$ cat config.mk
export PLATFORM = sky130hd
export DESIGN_NAME = key_event_arbiter_flat
export DESIGN_NICKNAME = d
export VERILOG_FILES = /design/src/rtl/key_pkg.sv /design/src/rtl/key_event_arbiter_if.sv /design/src/rtl/key_rr_pick.sv /design/src/rtl/key_event_arbiter.sv /design/src/flat_wrapper.sv
export SDC_FILE = /design/constraint.sdc
export NUM_CORES = 1
export LEC_CHECK = 0
export CORE_MARGIN = 3
export CORE_UTILIZATION = 58
export CTS_BUF_LIST = sky130_fd_sc_hd__clkbuf_16
export DETAILED_ROUTE_END_ITERATION = 7
export PLACE_DENSITY = 0.81
export SLEW_MARGIN = 10
export SYNTH_ARGS = -nofsm -noshare
export SYNTH_HDL_FRONTEND = slang
export SYNTH_SLANG_ARGS = --single-unit
$ cat constraint.sdc
create_clock -name clk -period 2.2 [get_ports clk]
set_input_delay 0.22 -clock clk [delete_from_list [all_inputs] [get_ports clk]]
set_output_delay 0.22 -clock clk [all_outputs]
set_load 0.005 [all_outputs]
$ cat src/rtl/key_pkg.sv
// rtl/key_pkg.sv - shared constants, types and helpers for the key event arbiter
package key_pkg;

    localparam logic KEY_PRESSED = 1'b0;

    typedef struct packed {
        logic samp;
        logic deb;
    } deb_state_t;

    localparam deb_state_t DEB_RELEASED = '{samp: 1'b1, deb: 1'b1};

    function automatic int id_w(input int n);
        return (n > 1) ? $clog2(n) : 1;
    endfunction

endpackage

$ cat src/rtl/key_event_arbiter_if.sv
// rtl/key_event_arbiter_if.sv - valid/ready event port carrying a key index
interface key_event_arbiter_if #(
    parameter int ID_W = 2
) ();
    logic            evt_valid;
    logic            evt_ready;
    logic [ID_W-1:0] evt_id;

    modport master (output evt_valid, output evt_id, input evt_ready);
    modport slave  (input evt_valid, input evt_id, output evt_ready);
endinterface

$ cat src/rtl/key_rr_pick.sv
// rtl/key_rr_pick.sv - combinational round-robin picker: first set request at or after ptr
module key_rr_pick #(
    parameter int N_KEYS = 4,
    parameter int ID_W   = 2
) (
    input  logic [N_KEYS-1:0] req,
    input  logic [ID_W-1:0]   ptr,
    output logic              gnt_vld,
    output logic [ID_W-1:0]   gnt_id
);
    int              idx_int;
    logic [ID_W-1:0] idx;

    // Scan from the farthest offset down so the nearest request to ptr wins.
    always_comb begin
        gnt_vld = 1'b0;
        gnt_id  = '0;
        idx_int = 0;
        idx     = '0;
        for (int k = N_KEYS - 1; k >= 0; k--) begin
            idx_int = int'(ptr) + k;
            if (idx_int >= N_KEYS) begin
                idx_int = idx_int - N_KEYS;
            end
            idx = ID_W'(idx_int);
            if (req[idx]) begin
                gnt_vld = 1'b1;
                gnt_id  = idx;
            end
        end
    end
endmodule

$ cat src/rtl/key_event_arbiter.sv
// rtl/key_event_arbiter.sv - shared-tick key debouncer with round-robin event issue
module key_event_arbiter
    import key_pkg::*;
#(
    parameter int N_KEYS     = 4,
    parameter int SAMPLE_DIV = 240000,
    parameter int ID_W       = id_w(N_KEYS)
) (
    input  logic                clk,
    input  logic                rst,
    input  logic [N_KEYS-1:0]   key,
    key_event_arbiter_if.master evt,
    output logic                ovf,
    input  logic                ovf_clr
);
    localparam int CNT_W = (SAMPLE_DIV > 2) ? $clog2(SAMPLE_DIV) : 1;

    logic [N_KEYS-1:0] sync1_q, sync2_q;
    logic [CNT_W-1:0]  div_q, div_d;
    deb_state_t        dbs_q [N_KEYS];
    deb_state_t        dbs_d [N_KEYS];
    logic [N_KEYS-1:0] pending_q, pending_d;
    logic [ID_W-1:0]   rr_q, rr_d;
    logic              valid_q, valid_d;
    logic [ID_W-1:0]   id_q, id_d;
    logic              ovf_q, ovf_d;

    logic              tick;
    logic [N_KEYS-1:0] press;
    logic [N_KEYS-1:0] granted;
    logic [N_KEYS-1:0] lost;
    logic              slot_free;
    logic              gnt_vld;
    logic [ID_W-1:0]   gnt_id;

    key_rr_pick #(.N_KEYS(N_KEYS), .ID_W(ID_W)) u_pick (
        .req     (pending_q),
        .ptr     (rr_q),
        .gnt_vld (gnt_vld),
        .gnt_id  (gnt_id)
    );

    assign tick = (div_q == CNT_W'(SAMPLE_DIV - 1));

    always_comb begin
        div_d = tick ? '0 : div_q + 1'b1;
        dbs_d = dbs_q;
        press = '0;
        // Debounced level only moves when two consecutive ticks agree.
        for (int i = 0; i < N_KEYS; i++) begin
            if (tick) begin
                dbs_d[i].samp = sync2_q[i];
                if (sync2_q[i] == dbs_q[i].samp) begin
                    dbs_d[i].deb = sync2_q[i];
                end
                press[i] = (dbs_q[i].deb != KEY_PRESSED) && (sync2_q[i] == dbs_q[i].samp)
                           && (sync2_q[i] == KEY_PRESSED);
            end
        end
    end

    always_comb begin
        slot_free = !valid_q || evt.evt_ready;
        granted   = '0;
        valid_d   = valid_q;
        id_d      = id_q;
        rr_d      = rr_q;
        if (slot_free) begin
            if (gnt_vld) begin
                valid_d         = 1'b1;
                id_d            = gnt_id;
                granted[gnt_id] = 1'b1;
                rr_d            = (gnt_id == ID_W'(N_KEYS - 1)) ? '0 : gnt_id + 1'b1;
            end else begin
                valid_d = 1'b0;
            end
        end
        // A press on a key still waiting (and not leaving this cycle) is dropped.
        lost      = press & pending_q & ~granted;
        pending_d = (pending_q & ~granted) | press;
        ovf_d     = (ovf_q & ~ovf_clr) | (|lost);
    end

    always_ff @(posedge clk) begin
        if (rst) begin
            sync1_q   <= '1;
            sync2_q   <= '1;
            div_q     <= '0;
            dbs_q     <= '{default: DEB_RELEASED};
            pending_q <= '0;
            rr_q      <= '0;
            valid_q   <= 1'b0;
            id_q      <= '0;
            ovf_q     <= 1'b0;
        end else begin
            sync1_q   <= key;
            sync2_q   <= sync1_q;
            div_q     <= div_d;
            dbs_q     <= dbs_d;
            pending_q <= pending_d;
            rr_q      <= rr_d;
            valid_q   <= valid_d;
            id_q      <= id_d;
            ovf_q     <= ovf_d;
        end
    end

    assign evt.evt_valid = valid_q;
    assign evt.evt_id    = id_q;
    assign ovf           = ovf_q;
endmodule

$ cat src/flat_wrapper.sv
// flat-port wrapper written by rule: the top's interface ports become plain ports
module key_event_arbiter_flat import key_pkg::*;
#(
    parameter int N_KEYS     = 4,
    parameter int SAMPLE_DIV = 240000,
    parameter int ID_W       = id_w(N_KEYS)
)
  (clk, rst, key, ovf, ovf_clr, evt_evt_valid, evt_evt_id, evt_evt_ready);
  key_event_arbiter_if #(.ID_W(ID_W)) evt_i ();
  input  logic clk;
  input  logic rst;
  input  logic [N_KEYS-1:0] key;
  output logic ovf;
  input  logic ovf_clr;
  output wire logic [$bits(evt_i.evt_valid)-1:0] evt_evt_valid;
  output wire logic [$bits(evt_i.evt_id)-1:0] evt_evt_id;
  input wire logic [$bits(evt_i.evt_ready)-1:0] evt_evt_ready;
  assign evt_evt_valid = evt_i.evt_valid;
  assign evt_evt_id = evt_i.evt_id;
  assign evt_i.evt_ready = evt_evt_ready;
  key_event_arbiter #(.N_KEYS(N_KEYS), .SAMPLE_DIV(SAMPLE_DIV), .ID_W(ID_W)) u_core (.clk(clk), .rst(rst), .key(key), .evt(evt_i), .ovf(ovf), .ovf_clr(ovf_clr));
endmodule
==> impl_metrics.tcl <==
set metrics [dict create \
    hold_viol_final 0 \
    fmax_mhz 515 \
    yosysSeqAreaShare_pct 43.0 \
    wl_per_cell_um 13.5 \
    synth-simple-area-share_pct 30.0 \
    layout.cells.non_filler 287 \
    fillers 265 \
    final.setup.worst_slack_ns 0.257 \
    firstDrtPassIters 4 \
    dp_hpwl_um 2530 \
    synth-seq-cells 44 \
    cap_violations 0 \
    ys_top_cells_by_area "dfxtp_1 43%, nor2_1 5.5%, xnor2_1 5.1%, ha_1 3.1%, nor4_1 3.1%" \
    cts_inserted_buffers 5 \
    hold_path.class "reg2reg" \
    die_y_um 65.4 \
    period_share_pct 88.3 \
    cts_tree "done" \
    cp.required_ns 2.39 \
    cts_root_buf "clkbuf_16" \
    initial_utilization_pct 64.0 \
    critPathLaunchType "register" \
    maxSlewHeadroom_pct 57.8 \
    power_uw 1590 \
    synth_compound_area_share_pct 13.1 \
    gp_congestion 0.869 \
    cts.clk_slew.worst_paths_ns 0.06 \
    crit_family "compound AO/OA/AOI/OAI gates" \
    grt_pass1_wl_um 6770 \
    final.setup_skew_ns 0.00199 \
    grt_pass1_vias 1515 \
    drive_gt1_share_pct 14.8 \
    yosysMostFrequentCell "dfxtp_1" \
    min_period_ns 1.94 \
    whs_path_depth 1 \
    ys_types 42 \
    cp.arrival_ns 2.13 \
    crit_chain "nand2b_1, a21oi_1, a221oi_1, buf_4, inv_1, ha_1, a211oi_1, nor4_1, o41ai_1" \
    slowest_stage "dfxtp_1" \
    yosysTopAreaCell "dfxtp_1" \
    die-width_um 65.4 \
    async_reset_ff_share_pct 0 \
    r2r_end "u_core.ovf$_SDFF_PP0_" \
    routed_wl_um 3870 \
    clkLatencyLatePin_ns 0.28 \
    portBuffers 11 \
    final_core_util_pct 73.6 \
    outcome "finished, final reports clean" \
    syn-cell-area_um2 2050 \
    numClockSinks 44 \
    crit_type "reg2reg" \
    ioPinCount 12 \
    cts_resized 0 \
    post-place-ws_ns 0.318 \
    overflow 0 \
    critPathBufInv 2 \
    reg2reg_from "u_core.rr_q[0]$_SDFFE_PP0P_" \
    drc_errors 0 \
    avgSynthCellArea_um2 8.95 \
    ir_worst_vdd_uv 664 \
    post_cts_buffers 0 \
    clk_path_buf_depth 2 \
    seqCellArea_um2 881 \
    cts_hold_buf 0 \
    dieArea_um2 4280 \
    yosysTopAreaCellShare_pct 43.0 \
    synth_top_family_by_area "simple AND/OR/NAND/NOR gates" \
    synth_mux_area_share_pct 0.488 \
    power_density_nw_per_um2 676 \
    nets 256 \
    cp-end-kind "register" \
    core_um2 3200 \
    reg2reg_depth 9 \
    diodes 0 \
    placed_cells 280 \
    min_from "u_core.sync1_q[0]$_SDFF_PP1_" \
    vias 1596 \
    synthesis.nets 242 \
    multi_input_area_um2 1080 \
    synth-edff-count 0 \
    leakage_uw 0.000798 \
    ys_top_cells_by_count "44 x dfxtp_1, 30 x nor2_1, 12 x xnor2_1, 11 x inv_1" \
    slew_viol_final 0 \
    synth_fa_ha_area_share_pct 3.05 \
    grt_usage_pct 20.8 \
    cp_max_fo 5 \
    max_stage_delay_ns 0.37 \
    synth_warnings 0 \
    syn_inst 229 \
    ant_nets 0 \
    finalSetupTns_ns 0 \
    finalSetupViolCount 0 \
    r2r_slack_ns 0.26 \
    synth_xor_area_share_pct 5.98 \
    antenna_found_initial 0 \
    max_slew.worst_pin.slew_ns 0.627 \
    viasPerCell 5.56 \
    synth_ff_type "dfxtp_1" \
    rows 20 \
    min_to "u_core.sync2_q[0]$_SDFF_PP1_" \
    syn_to_final_growth_pct 15.0 \
    htreeDepth 2 \
    first_iter_violations 92 \
    grt_max_degree 43 \
    rsz0062_at_grt "false" \
]
state kept, by name, summed over array words and instances (netlist names):
name / cells
u_core.div_q: 18
u_core.dbs_q: 8
u_core.pending_q: 4
u_core.sync1_q: 4
u_core.sync2_q: 4
u_core.evt.evt_id: 2
u_core.rr_q: 2
u_core.evt.evt_valid: 1
u_core.ovf: 1
kinds of logic (layout without fill, tap and decap cells):
family / after synthesis / count (layout)
muxes: 1 / 1
adders and majority gates: 5 / 5
and+or+nand+nor: 109 / 109
buffers and inverters: 21 / 35
xor gates and xnor gates: 14 / 14
DFF: 44 / 44
AOI/OAI and AO/OA: 35 / 35
how the worst max path moves through the flow:
stage	from	endpoint	slack (ns)	depth (start not counted)
3_3_place_gp	u_core.pending_q[0]$_SDFF_PP0_	u_core.ovf$_SDFF_PP0_	0.33	8
4_1_cts	u_core.pending_q[0]$_SDFF_PP0_	u_core.ovf$_SDFF_PP0_	0.28	7
5_1_grt	u_core.rr_q[0]$_SDFFE_PP0P_	u_core.ovf$_SDFF_PP0_	0.1	9
3_5_place_dp	u_core.pending_q[0]$_SDFF_PP0_	u_core.ovf$_SDFF_PP0_	0.32	7
2_1_floorplan	u_core.rr_q[0]$_SDFFE_PP0P_	u_core.ovf$_SDFF_PP0_	0.35	8
6_report	u_core.rr_q[0]$_SDFFE_PP0P_	u_core.ovf$_SDFF_PP0_	0.26	9
power by group:
part / internal [µW] / switching (µW)
Clock: 407 / 278
Sequential: 822 / 18.7
Combinational: 37.2 / 30.5
placed cells by master (no fill, tap or decap), types with 2 or more instances in the layout:
master / count
ha_1: 5
nand4_1: 4
dfxtp_1: 44
o41ai_1: 2
nor2b_1: 2
or3_1: 4
o31ai_2: 4
nor4_1: 10
clkbuf_16: 5
or3b_2: 4
a211oi_1: 8
xor2_1: 2
o31ai_1: 2
or2_1: 3
xnor2_1: 12
nand4_2: 2
nor2_1: 30
buf_4: 5
nand2_1: 9
and2_1: 3
nand3_1: 10
or2_2: 10
a21oi_1: 9
inv_1: 12
a311oi_1: 4
clkdlybuf4s50_1: 11
nand2b_1: 3
nor3_1: 9
stage by stage:
stage / instance area, µm² / hold WS (ns)
floorplan: 2050 / 0.324
detailed placement: 2220 / 0.396
finish: 2360 / 0.408
global placement: 2220 / 0.391
global route: 2360 / 0.412
CTS: 2360 / 0.410
layer usage:
layer / GRT usage, % / vias up / part of all wire [%]
li1: - / 836 / -
met1: 25.2 / 728 / 48
met4: 8.55 / 0 / 1.6
met5: 0 / - / 0
met3: 8.03 / 6 / 3.8
met2: 32.7 / 26 / 47
layout make-up:
| class | count | area share, % |
|---|---|---|
| repair buffers | 17 | 7.11 |
| multi-input cells | 164 | 45.8 |
| flip-flops and latches | 44 | 37.4 |
| inverters | 11 | 1.75 |
| clock inverters | 2 | 0.372 |
| well taps | 44 | 2.34 |
| clock buffers | 5 | 5.31 |
(Power assumes the default switching activity.)
